===== src/rtl/mult_add_taps_pkg.sv =====
// Shared opcodes and helpers for the N-tap multiply-add.
// Imported by the datapath top and its delay-line sub-module.
package mult_add_taps_pkg;

    typedef logic [1:0] op_t;

    // Input-stage opcodes: how the a-taps update on a valid sample.
    localparam op_t INOP_NOP  = 2'b00;
    localparam op_t INOP_LOAD = 2'b01;
    localparam op_t INOP_FIR  = 2'b10;
    localparam op_t INOP_HOLD = 2'b11;

    // Calculation opcodes: what the sum stage produces.
    localparam op_t CALCOP_SUM    = 2'b00;
    localparam op_t CALCOP_BYPASS = 2'b01;
    localparam op_t CALCOP_ZERO   = 2'b10;
    localparam op_t CALCOP_RSVD   = 2'b11;

    // Ceiling log2 for elaboration-time widths; 1 -> 0, 2 -> 1, 5 -> 3.
    function automatic int clog2(input int v);
        int r;
        r = 0;
        for (int i = 0; i < 31; i++) begin
            if ((1 << i) < v) begin
                r = i + 1;
            end
        end
        return r;
    endfunction

endpackage


===== src/rtl/mult_add_taps_pipe_delay.sv =====
// Fixed-depth register delay line, cleared by reset.
// Aligns sideband bits and provides the optional output stages.
module pipe_delay
#(
    parameter int W     = 1,
    parameter int DEPTH = 1
)
(
    input  logic         CLK_i,
    input  logic         nRST_i,
    input  logic [W-1:0] d_i,
    output logic [W-1:0] q_o
);

    logic [W-1:0] stage_q [DEPTH];

    // Shift register; stage 0 takes the input every cycle.
    always_ff @(posedge CLK_i or negedge nRST_i) begin
        if (!nRST_i) begin
            for (int i = 0; i < DEPTH; i++) begin
                stage_q[i] <= '0;
            end
        end else begin
            stage_q[0] <= d_i;
            for (int i = 1; i < DEPTH; i++) begin
                stage_q[i] <= stage_q[i-1];
            end
        end
    end

    assign q_o = stage_q[DEPTH-1];

endmodule


===== src/rtl/mult_add_taps.sv =====
// N-tap unsigned multiply-add, four fixed stages plus optional
// output delay; load/FIR taps, bypass, rounding, saturation.
module mult_add_taps
    import mult_add_taps_pkg::*;
#(
    parameter int N_TAPS    = 4,
    parameter int A_W       = 8,
    parameter int B_W       = 8,
    parameter int OUT_W     = 8,
    parameter int POST_REGS = 0,
    parameter int ROUND     = 0,
    localparam int SEL_W    = clog2(N_TAPS)
)
(
    input  logic                  CLK_i,
    input  logic                  nRST_i,
    input  logic                  valid_i,
    input  logic [1:0]            inopcode_i,
    input  logic [1:0]            calcopcode_i,
    input  logic [SEL_W-1:0]      bypass_sel_i,
    input  logic [N_TAPS*A_W-1:0] data_a_i,
    input  logic [N_TAPS*B_W-1:0] data_b_i,
    output logic                  valid_o,
    output logic [OUT_W-1:0]      result_data_o,
    output logic                  overflow_o
);

    localparam int PW  = A_W + B_W;
    localparam int SW  = PW + clog2(N_TAPS);
    localparam int SH  = PW - OUT_W;
    localparam int RSH = (OUT_W < PW) ? (PW - OUT_W - 1) : 0;
    localparam logic [SW:0] RND_C =
        ((ROUND != 0) && (OUT_W < PW)) ? ((SW+1)'(1) << RSH) : '0;

    // ---------------- S1: tap registers ----------------
    logic [A_W-1:0]   a_q [N_TAPS];
    logic [A_W-1:0]   a_d [N_TAPS];
    logic [B_W-1:0]   b_q [N_TAPS];
    logic             v1_q;
    op_t              calc1_q;
    logic [SEL_W-1:0] sel1_q;

    // Next a-tap values: parallel load, FIR shift, or hold.
    always_comb begin
        a_d = a_q;
        if (valid_i) begin
            unique case (1'b1)
                (inopcode_i == INOP_LOAD): begin
                    for (int k = 0; k < N_TAPS; k++) begin
                        a_d[k] = data_a_i[k*A_W +: A_W];
                    end
                end
                (inopcode_i == INOP_FIR): begin
                    a_d[0] = data_a_i[0 +: A_W];
                    for (int k = 1; k < N_TAPS; k++) begin
                        a_d[k] = a_q[k-1];
                    end
                end
                (inopcode_i == INOP_NOP),
                (inopcode_i == INOP_HOLD): begin
                    a_d = a_q;
                end
            endcase
        end
    end

    // Tap and control capture, qualified by valid_i.
    always_ff @(posedge CLK_i or negedge nRST_i) begin
        if (!nRST_i) begin
            for (int k = 0; k < N_TAPS; k++) begin
                a_q[k] <= '0;
                b_q[k] <= '0;
            end
            v1_q    <= 1'b0;
            calc1_q <= CALCOP_SUM;
            sel1_q  <= '0;
        end else begin
            a_q  <= a_d;
            v1_q <= valid_i;
            if (valid_i) begin
                for (int k = 0; k < N_TAPS; k++) begin
                    b_q[k] <= data_b_i[k*B_W +: B_W];
                end
                calc1_q <= calcopcode_i;
                sel1_q  <= bypass_sel_i;
            end
        end
    end

    // ---------------- S2: products ----------------
    logic [N_TAPS*PW-1:0] prod_w;
    logic [N_TAPS*PW-1:0] p_q;
    logic [SEL_W-1:0]     byp_idx;
    logic [A_W-1:0]       byp_q;
    logic                 v2;
    op_t                  calc2;

    for (genvar k = 0; k < N_TAPS; k++) begin : g_mul
        assign prod_w[k*PW +: PW] = PW'(a_q[k]) * PW'(b_q[k]);
    end

    // Out-of-range bypass selects fall back to tap 0.
    assign byp_idx = (int'(sel1_q) < N_TAPS) ? sel1_q : '0;

    // Register products and the bypass tap for the sum stage.
    always_ff @(posedge CLK_i or negedge nRST_i) begin
        if (!nRST_i) begin
            p_q   <= '0;
            byp_q <= '0;
        end else begin
            p_q   <= prod_w;
            byp_q <= a_q[byp_idx];
        end
    end

    pipe_delay #(.W(3), .DEPTH(1)) u_side2 (
        .CLK_i  (CLK_i),
        .nRST_i (nRST_i),
        .d_i    ({v1_q, calc1_q}),
        .q_o    ({v2, calc2})
    );

    // ---------------- S3: sum / bypass / zero ----------------
    logic [SW-1:0] tree_w;
    logic [SW-1:0] sum_d;
    logic [SW-1:0] sum_q;
    logic          v3;
    op_t           calc3;

    // Adder tree over all products, then the calc-mode override.
    always_comb begin
        tree_w = '0;
        for (int k = 0; k < N_TAPS; k++) begin
            tree_w = tree_w + SW'(p_q[k*PW +: PW]);
        end
        sum_d = tree_w;
        unique case (1'b1)
            (calc2 == CALCOP_BYPASS): sum_d = SW'({byp_q, {B_W{1'b0}}});
            (calc2 == CALCOP_ZERO):   sum_d = '0;
            (calc2 == CALCOP_SUM),
            (calc2 == CALCOP_RSVD):   sum_d = tree_w;
        endcase
    end

    // Register the selected sum.
    always_ff @(posedge CLK_i or negedge nRST_i) begin
        if (!nRST_i) begin
            sum_q <= '0;
        end else begin
            sum_q <= sum_d;
        end
    end

    pipe_delay #(.W(3), .DEPTH(1)) u_side3 (
        .CLK_i  (CLK_i),
        .nRST_i (nRST_i),
        .d_i    ({v2, calc2}),
        .q_o    ({v3, calc3})
    );

    // ---------------- S4: round, scale, saturate ----------------
    logic [SW:0]      rsum_w;
    logic [SW:0]      shf_w;
    logic             sat_w;
    logic [OUT_W-1:0] res_q;
    logic             ovf_q;
    logic             v4_q;

    // Anything left above the OUT_W window after the shift means
    // the rounded sum reached 2^PW.
    assign rsum_w = {1'b0, sum_q} + RND_C;
    assign shf_w  = rsum_w >> SH;
    assign sat_w  = |shf_w[SW:OUT_W];

    // Output register; result and flag hold between valid samples.
    always_ff @(posedge CLK_i or negedge nRST_i) begin
        if (!nRST_i) begin
            res_q <= '0;
            ovf_q <= 1'b0;
            v4_q  <= 1'b0;
        end else begin
            v4_q <= v3;
            if (v3) begin
                res_q <= sat_w ? '1 : shf_w[OUT_W-1:0];
                ovf_q <= sat_w && (calc3 != CALCOP_BYPASS);
            end
        end
    end

    // ---------------- optional output delay ----------------
    if (POST_REGS > 0) begin : g_post
        logic [OUT_W+1:0] post_w;

        pipe_delay #(.W(OUT_W+2), .DEPTH(POST_REGS)) u_post (
            .CLK_i  (CLK_i),
            .nRST_i (nRST_i),
            .d_i    ({v4_q, ovf_q, res_q}),
            .q_o    (post_w)
        );

        assign {valid_o, overflow_o, result_data_o} = post_w;
    end else begin : g_nopost
        assign {valid_o, overflow_o, result_data_o} = {v4_q, ovf_q, res_q};
    end

endmodule


===== config.mk =====
export PLATFORM = sky130hd
export DESIGN_NAME = mult_add_taps
export DESIGN_NICKNAME = d
export VERILOG_FILES = /design/src/rtl/mult_add_taps_pkg.sv /design/src/rtl/mult_add_taps_pipe_delay.sv /design/src/rtl/mult_add_taps.sv
export SDC_FILE = /design/constraint.sdc
export NUM_CORES = 1
export LEC_CHECK = 0
export BUFFER_PORTS_ARGS = -buffer_cell sky130_fd_sc_hd__buf_2
export CAP_MARGIN = 30
export CORE_ASPECT_RATIO = 1.1
export CORE_MARGIN = 1.5
export CORE_UTILIZATION = 30
export CTS_CLUSTER_SIZE = 30
export DETAILED_ROUTE_END_ITERATION = 12
export PLACE_DENSITY_LB_ADDON = 0.15
export SLEW_MARGIN = 0
export SYNTH_ARGS = -nofsm -noshare
export SYNTH_HDL_FRONTEND = slang
export SYNTH_SLANG_ARGS = --single-unit

===== constraint.sdc =====
create_clock -name CLK_i -period 6.5 [get_ports CLK_i]
set_input_delay 0.65 -clock CLK_i [delete_from_list [all_inputs] [get_ports CLK_i]]
set_output_delay 0.65 -clock CLK_i [all_outputs]
set_load 0.1 [all_outputs]

; ---- Word level (Yosys, flattened, before mapping)
; Index checks and enable logic that the tools add are counted.
[word_totals]
inputBits = 73
regBits = 175
output_inout_bits = 10
[op_classes]
eq_ne = 7
n_lt_le_gt_ge = 1
bitwise_logic = 2
n_reduce_logical = 7
muxes = 6
n_addsub = 3
mul = 4
[ops]
columns = operator, n
row1 = 8-bit by 8-bit multiplier with 16-bit output, 4
row2 = 32-bit case mux with 2 select lines, 1
row3 = 18-bit case mux with 3 select lines, 1
row4 = 8-bit 2-to-1 mux, 3
row5 = 17-bit by 16-bit adder with 18-bit output, 1
row6 = 18-bit by 16-bit adder with 18-bit output, 1
row7 = 16-bit by 16-bit adder with 17-bit output, 1
row8 = 8-bit binary-select mux with 2-bit select, 1
row9 = 2-bit == test (second input constant), 4
row10 = 2-bit OR reduction, 3
row11 = 2-bit by 1-bit == test with 1-bit output (second input constant), 2
row12 = 2-bit logical NOT, 2
row13 = 3-bit greater-or-equal comparator (second input constant), 1
row14 = 2-bit NOT with 3-bit output, 1
row15 = 2-bit by 1-bit inequality test with 1-bit output (second input constant), 1
row16 = 2-bit AND reduction, 1
row17 = 1-bit logical AND, 1
row18 = 1-bit NOT, 1

; ---- Longest topological paths before layout
[logic_depth]
word_depth = 4
ltp_mapped = 18

; ---- Modules after synthesis
; A second synthesis with hierarchy kept.
[unflattened]
cells_unflattened = 1538
hier_area_um2 = 15658.8
[by_module_without_submodules]
columns = mod, n_inst, seq_area_each_um2, area_per_inst_um2, cells_each
row1 = mult_add_taps, 1, 4028.9, 15508.6, 1532
row2 = pipe_delay, 2, 75.1, 75.1, 3

; ---- Least setup slack after synthesis
; Ideal clock, no wire load.
[synth_path]
kind = reg2reg
start = register a_q[21] in the netlist's numbering
end = register p_q[31]
n_path_buf = 1
path_stages_with_launch = 16
setup_ns = 0.125
synth_period_minus_slack_ns = 4.171
required_time_ns = 6.375
slack_ns = 2.329
t_arrival_ns = 4.046
path_cell_list = dfrtp_1 clkbuf_1 nand2_1 fa_1 fa_1 fa_1 fa_1 inv_1 ha_1 o21a_1 o31a_1 o211ai_1 a21oi_1 a2111oi_2 a21oi_1 xnor2_1
[synth_between]
elab_chain_cells = 1
[synth_lines]
columns = element, line
row1 = "start, declared", mult_add_taps.sv:36  ; logic [A_W-1:0] a_q [N_TAPS];
row2 = "start signal, assigned by index", mult_add_taps.sv:71  ; a_q[k] <= '0;
row3 = "start signal, assigned", mult_add_taps.sv:78  ; a_q <= a_d;
row4 = 8-bit by 8-bit multiplier with 16-bit output, mult_add_taps.sv:99  ; assign prod_w[k*PW +: PW] = PW'(a_q[k]) * PW'(b_q[k]);
row5 = named net prod_w[31], mult_add_taps.sv:91  ; logic [N_TAPS*PW-1:0] prod_w;
row6 = "end signal, assigned", mult_add_taps.sv:111  ; p_q <= prod_w;
row7 = "end, declared", mult_add_taps.sv:92  ; logic [N_TAPS*PW-1:0] p_q;
; The timed path passes the listed nets, and every way through them passes these cells.
; A chain may end at the register's enable or synchronous reset.

; ---- Worst setup path in the final report
[layout_path]
start = register a_q[27] in the netlist's numbering
end = register p_q[13]
; The elaborated chain is that of the path after synthesis.

==> metrics.txt <==
Worst-Skew Late Latency around 500 ps; CP Data Arrival Time approximately 5000 ps; HP Class input port to async pin; drt total wl a little over 40000 um; number of input and output port buffers inserted 82; pin count of the biggest net entering global routing between 60 and 70; Clock Root Buffer clkbuf_16; routability congestion estimate from global placement ~0.8; area growth from synthesis to layout 11.2%; global-route usage over all layers between 10% and 20%; total of flip-flops plus latches after synthesis around 170; first-pass detailed-route iteration total 4; total count of hold-check failures in the final report 0; Post-Synthesis Mean Instance Area ~10 um2; Iter 0 DRT Violations 460; post-cts hold buffer count 0; count of unique library cells instantiated by Yosys 53; Critical Path Source Type flop; HPWL after detailed placement about 33000 um; count of synthesis-stage warnings from yosys 0; number of top-level design ports 83; Max Slew Vio Count 0; slew at the pin closest to its max-slew limit just under 900 ps; Finish-stage setup viols 0; final critical-path share of the clock period about 72%; drt drc 0; footprint of the multi-input gates about 10000 um2; Min Hold Slack 121 ps; antenna violations before repair 0; Register-to-Register Path Depth 13; number of clock buffers inserted by TritonCTS 17; Fillers 5128; detail-routed via count per cell 4.65; number of clock sinks seen by CTS 167; Post-synth EDFFs 0; Async SR Flop Fraction 100%; H-tree depth reported by CTS 4; initial cell density of the core 30.5%; DR vias between 10000 and 15000; total nets after synthesis 1908; Resized Gates After CTS 0; DIE AREA about 53000 um2; maximum fanout along the worst path 11; ys flop type dfrtp_1; unrepaired setup endpoints after global routing no; vias in the first global route 11837; Worst Clk Skew between 10 and 15 ps; fin crit period 4680 ps; FF/Latch Area 4180 um2; Horiz. Die Dim 219 um; Relative slew margins around 42%; TritonCTS clock tree done; total gr overflow 0; number of nets with antenna violations after detailed routing 0; final core occ 34.0%; cell count after synthesis approximately 1500; global-route wire length before repair 66900 um; endpoint of the most critical setup path p_q[13]; final net count a little under 2000; clock-pin slew of the registers on the worst-case setup and hold paths ~80 ps; source of the critical timing path a_q[27]; number of core rows 86; post-synth design cell area between 15000 and 20000 um2; DR WL/cell between 15 and 20 um; proportion of layout cells with a drive suffix above 1 between 10% and 20%; data required time at the worst endpoint 6850 ps; total of max-cap violations 0; Critical Path End Type flop; Setup CP Type flop to flop; portion of the post-synthesis area used by sequential elements about 27%; timing-limited maximum frequency 214 MHz; Die Height approximately 240 um; total negative slack 0 ps; reg-to-reg slack, setup between 1500 and 2000 ps; number of post-CTS setup repair buffers 0; Core ar. roughly 50000 um2; source of the worst register-to-register timing path a_q[27]; capture instance of the worst register-to-register path p_q[13]; status completed; antenna fix cells 0; clk buf depth 2
==> placed cells by master, fill, tap and decap left out, types with 5 or more instances in the layout <==
cell	Yosys	routed
a21o_1	10	10
a21oi_1	46	46
a22o_1	6	6
a31oi_1	7	7
and2_1	207	207
and3_1	8	8
buf_2	0	81
clkbuf_16	0	17
clkinv_8	0	5
dfrtp_1	167	167
fa_1	175	175
ha_1	161	161
inv_1	258	258
mux2_2	44	44
mux2i_1	25	25
mux4_2	8	8
nand2_1	92	92
nand2b_1	7	6
nand3_1	10	10
nand4_1	5	5
nor2_1	38	38
nor2b_1	12	12
nor3_1	15	15
nor4_1	7	7
o21a_1	9	9
o21ai_0	41	41
xnor2_1	27	27
xor2_1	15	15
==> state kept, by name, indices dropped and copies added, names as in the netlist <==
name,count
byp_idx,2
valid_o,1
sum_q,10
result_data_o,8
u_side2.q_o,3
u_side3.q_o,3
p_q,64
overflow_o,1
v1_q,1
byp_q,8
calc1_q,2
a_q,32
b_q,32
==> per-stage QoR <==
stage	std cells	worst slack (ps)	instance area, um2
after floorplan	1499	2330	15400
after global placement	2195	1890	16500
after detailed placement	2196	1810	16500
after CTS	2228	1820	17100
after global routing	2228	1560	17100
final	2228	1820	17100
==> final cells by class <==
cell class | count | share of cell area [%]
clock inverter | 15 | 1.06
tap | 660 | 4.83
sequential | 167 | 24.4
clock buffer | 17 | 2.49
timing repair buffer | 87 | 2.74
inverter | 258 | 5.66
multi-input combinational | 1024 | 58.8
==> logic make-up (layout without fill, tap and decap cells) <==
logic type	after synthesis	count (layout)	synth area share (%)
compound gates	155	155	6.42
xor+xnor	42	42	2.39
fa+ha+maj	336	336	35.9
buf+inv	308	377	7.52
flops	167	167	27.2
mux	77	77	6.02
simple gates	414	414	14.6
==> per-layer routing <==
metal	up-vias	global-route usage [%]	share of wire, %
met5	-	0	0
li1	4900	-	-
met1	5285	20.3	43
met2	119	30.8	51
met4	0	6.66	3.1
met3	50	3.16	2.7
==> synthesized netlist by cell type (4+ instances only) <==
| cell type | n | share of area (%) |
|---|---|---|
| nand4_1 | 5 | 0.20 |
| a21o_1 | 10 | 0.49 |
| and4_1 | 4 | 0.23 |
| a21oi_1 | 46 | 1.5 |
| nand2_1 | 92 | 2.2 |
| o21a_1 | 9 | 0.44 |
| dfrtp_1 | 167 | 27 |
| mux2i_1 | 25 | 1.6 |
| xor2_1 | 15 | 0.85 |
| or3_1 | 4 | 0.16 |
| nand2b_1 | 7 | 0.28 |
| nor4_1 | 7 | 0.28 |
| mux4_2 | 8 | 1.2 |
| xnor2_1 | 27 | 1.5 |
| mux2_2 | 44 | 3.2 |
| nor3_1 | 15 | 0.49 |
| clkbuf_1 | 46 | 1.1 |
| a31oi_1 | 7 | 0.28 |
| nand3_1 | 10 | 0.33 |
| ha_1 | 161 | 13 |
| o21bai_1 | 4 | 0.20 |
| and3_1 | 8 | 0.33 |
| a22o_1 | 6 | 0.34 |
| and2_1 | 207 | 8.4 |
| o21ai_0 | 41 | 1.3 |
| nor2_1 | 38 | 0.93 |
| inv_1 | 258 | 6.3 |
| fa_1 | 175 | 23 |
| buf_1 | 4 | 0.098 |
| o31a_1 | 4 | 0.23 |
| nor2b_1 | 12 | 0.49 |
==> how the worst min path moves through the flow <==
stage | endpoint | cells after the start | slack [ps]
after floorplan | u_side2.q_o[2] | 0 | 330
after global placement | u_side3.q_o[2] | 0 | 330
after detailed placement | u_side2.q_o[2] | 0 | 340
after CTS | b_q[23] | 1 | 110
after global routing | b_q[29] | 1 | 140
final | b_q[14] | 1 | 120
==> worst max-delay path, cell delays in order (launching register included) <==
cell and delay, ps:
dfrtp_1 570, and2_1 280, fa_1 440, fa_1 490
inv_1 50, fa_1 490, fa_1 500, inv_1 40
ha_1 320, o21ai_0 120, a21boi_0 260, o21ai_0 170
a31oi_1 380, xor2_1 420
Power is not shown: default switching activity piles up to over one toggle a cycle in this logic, so the estimate is an artifact.
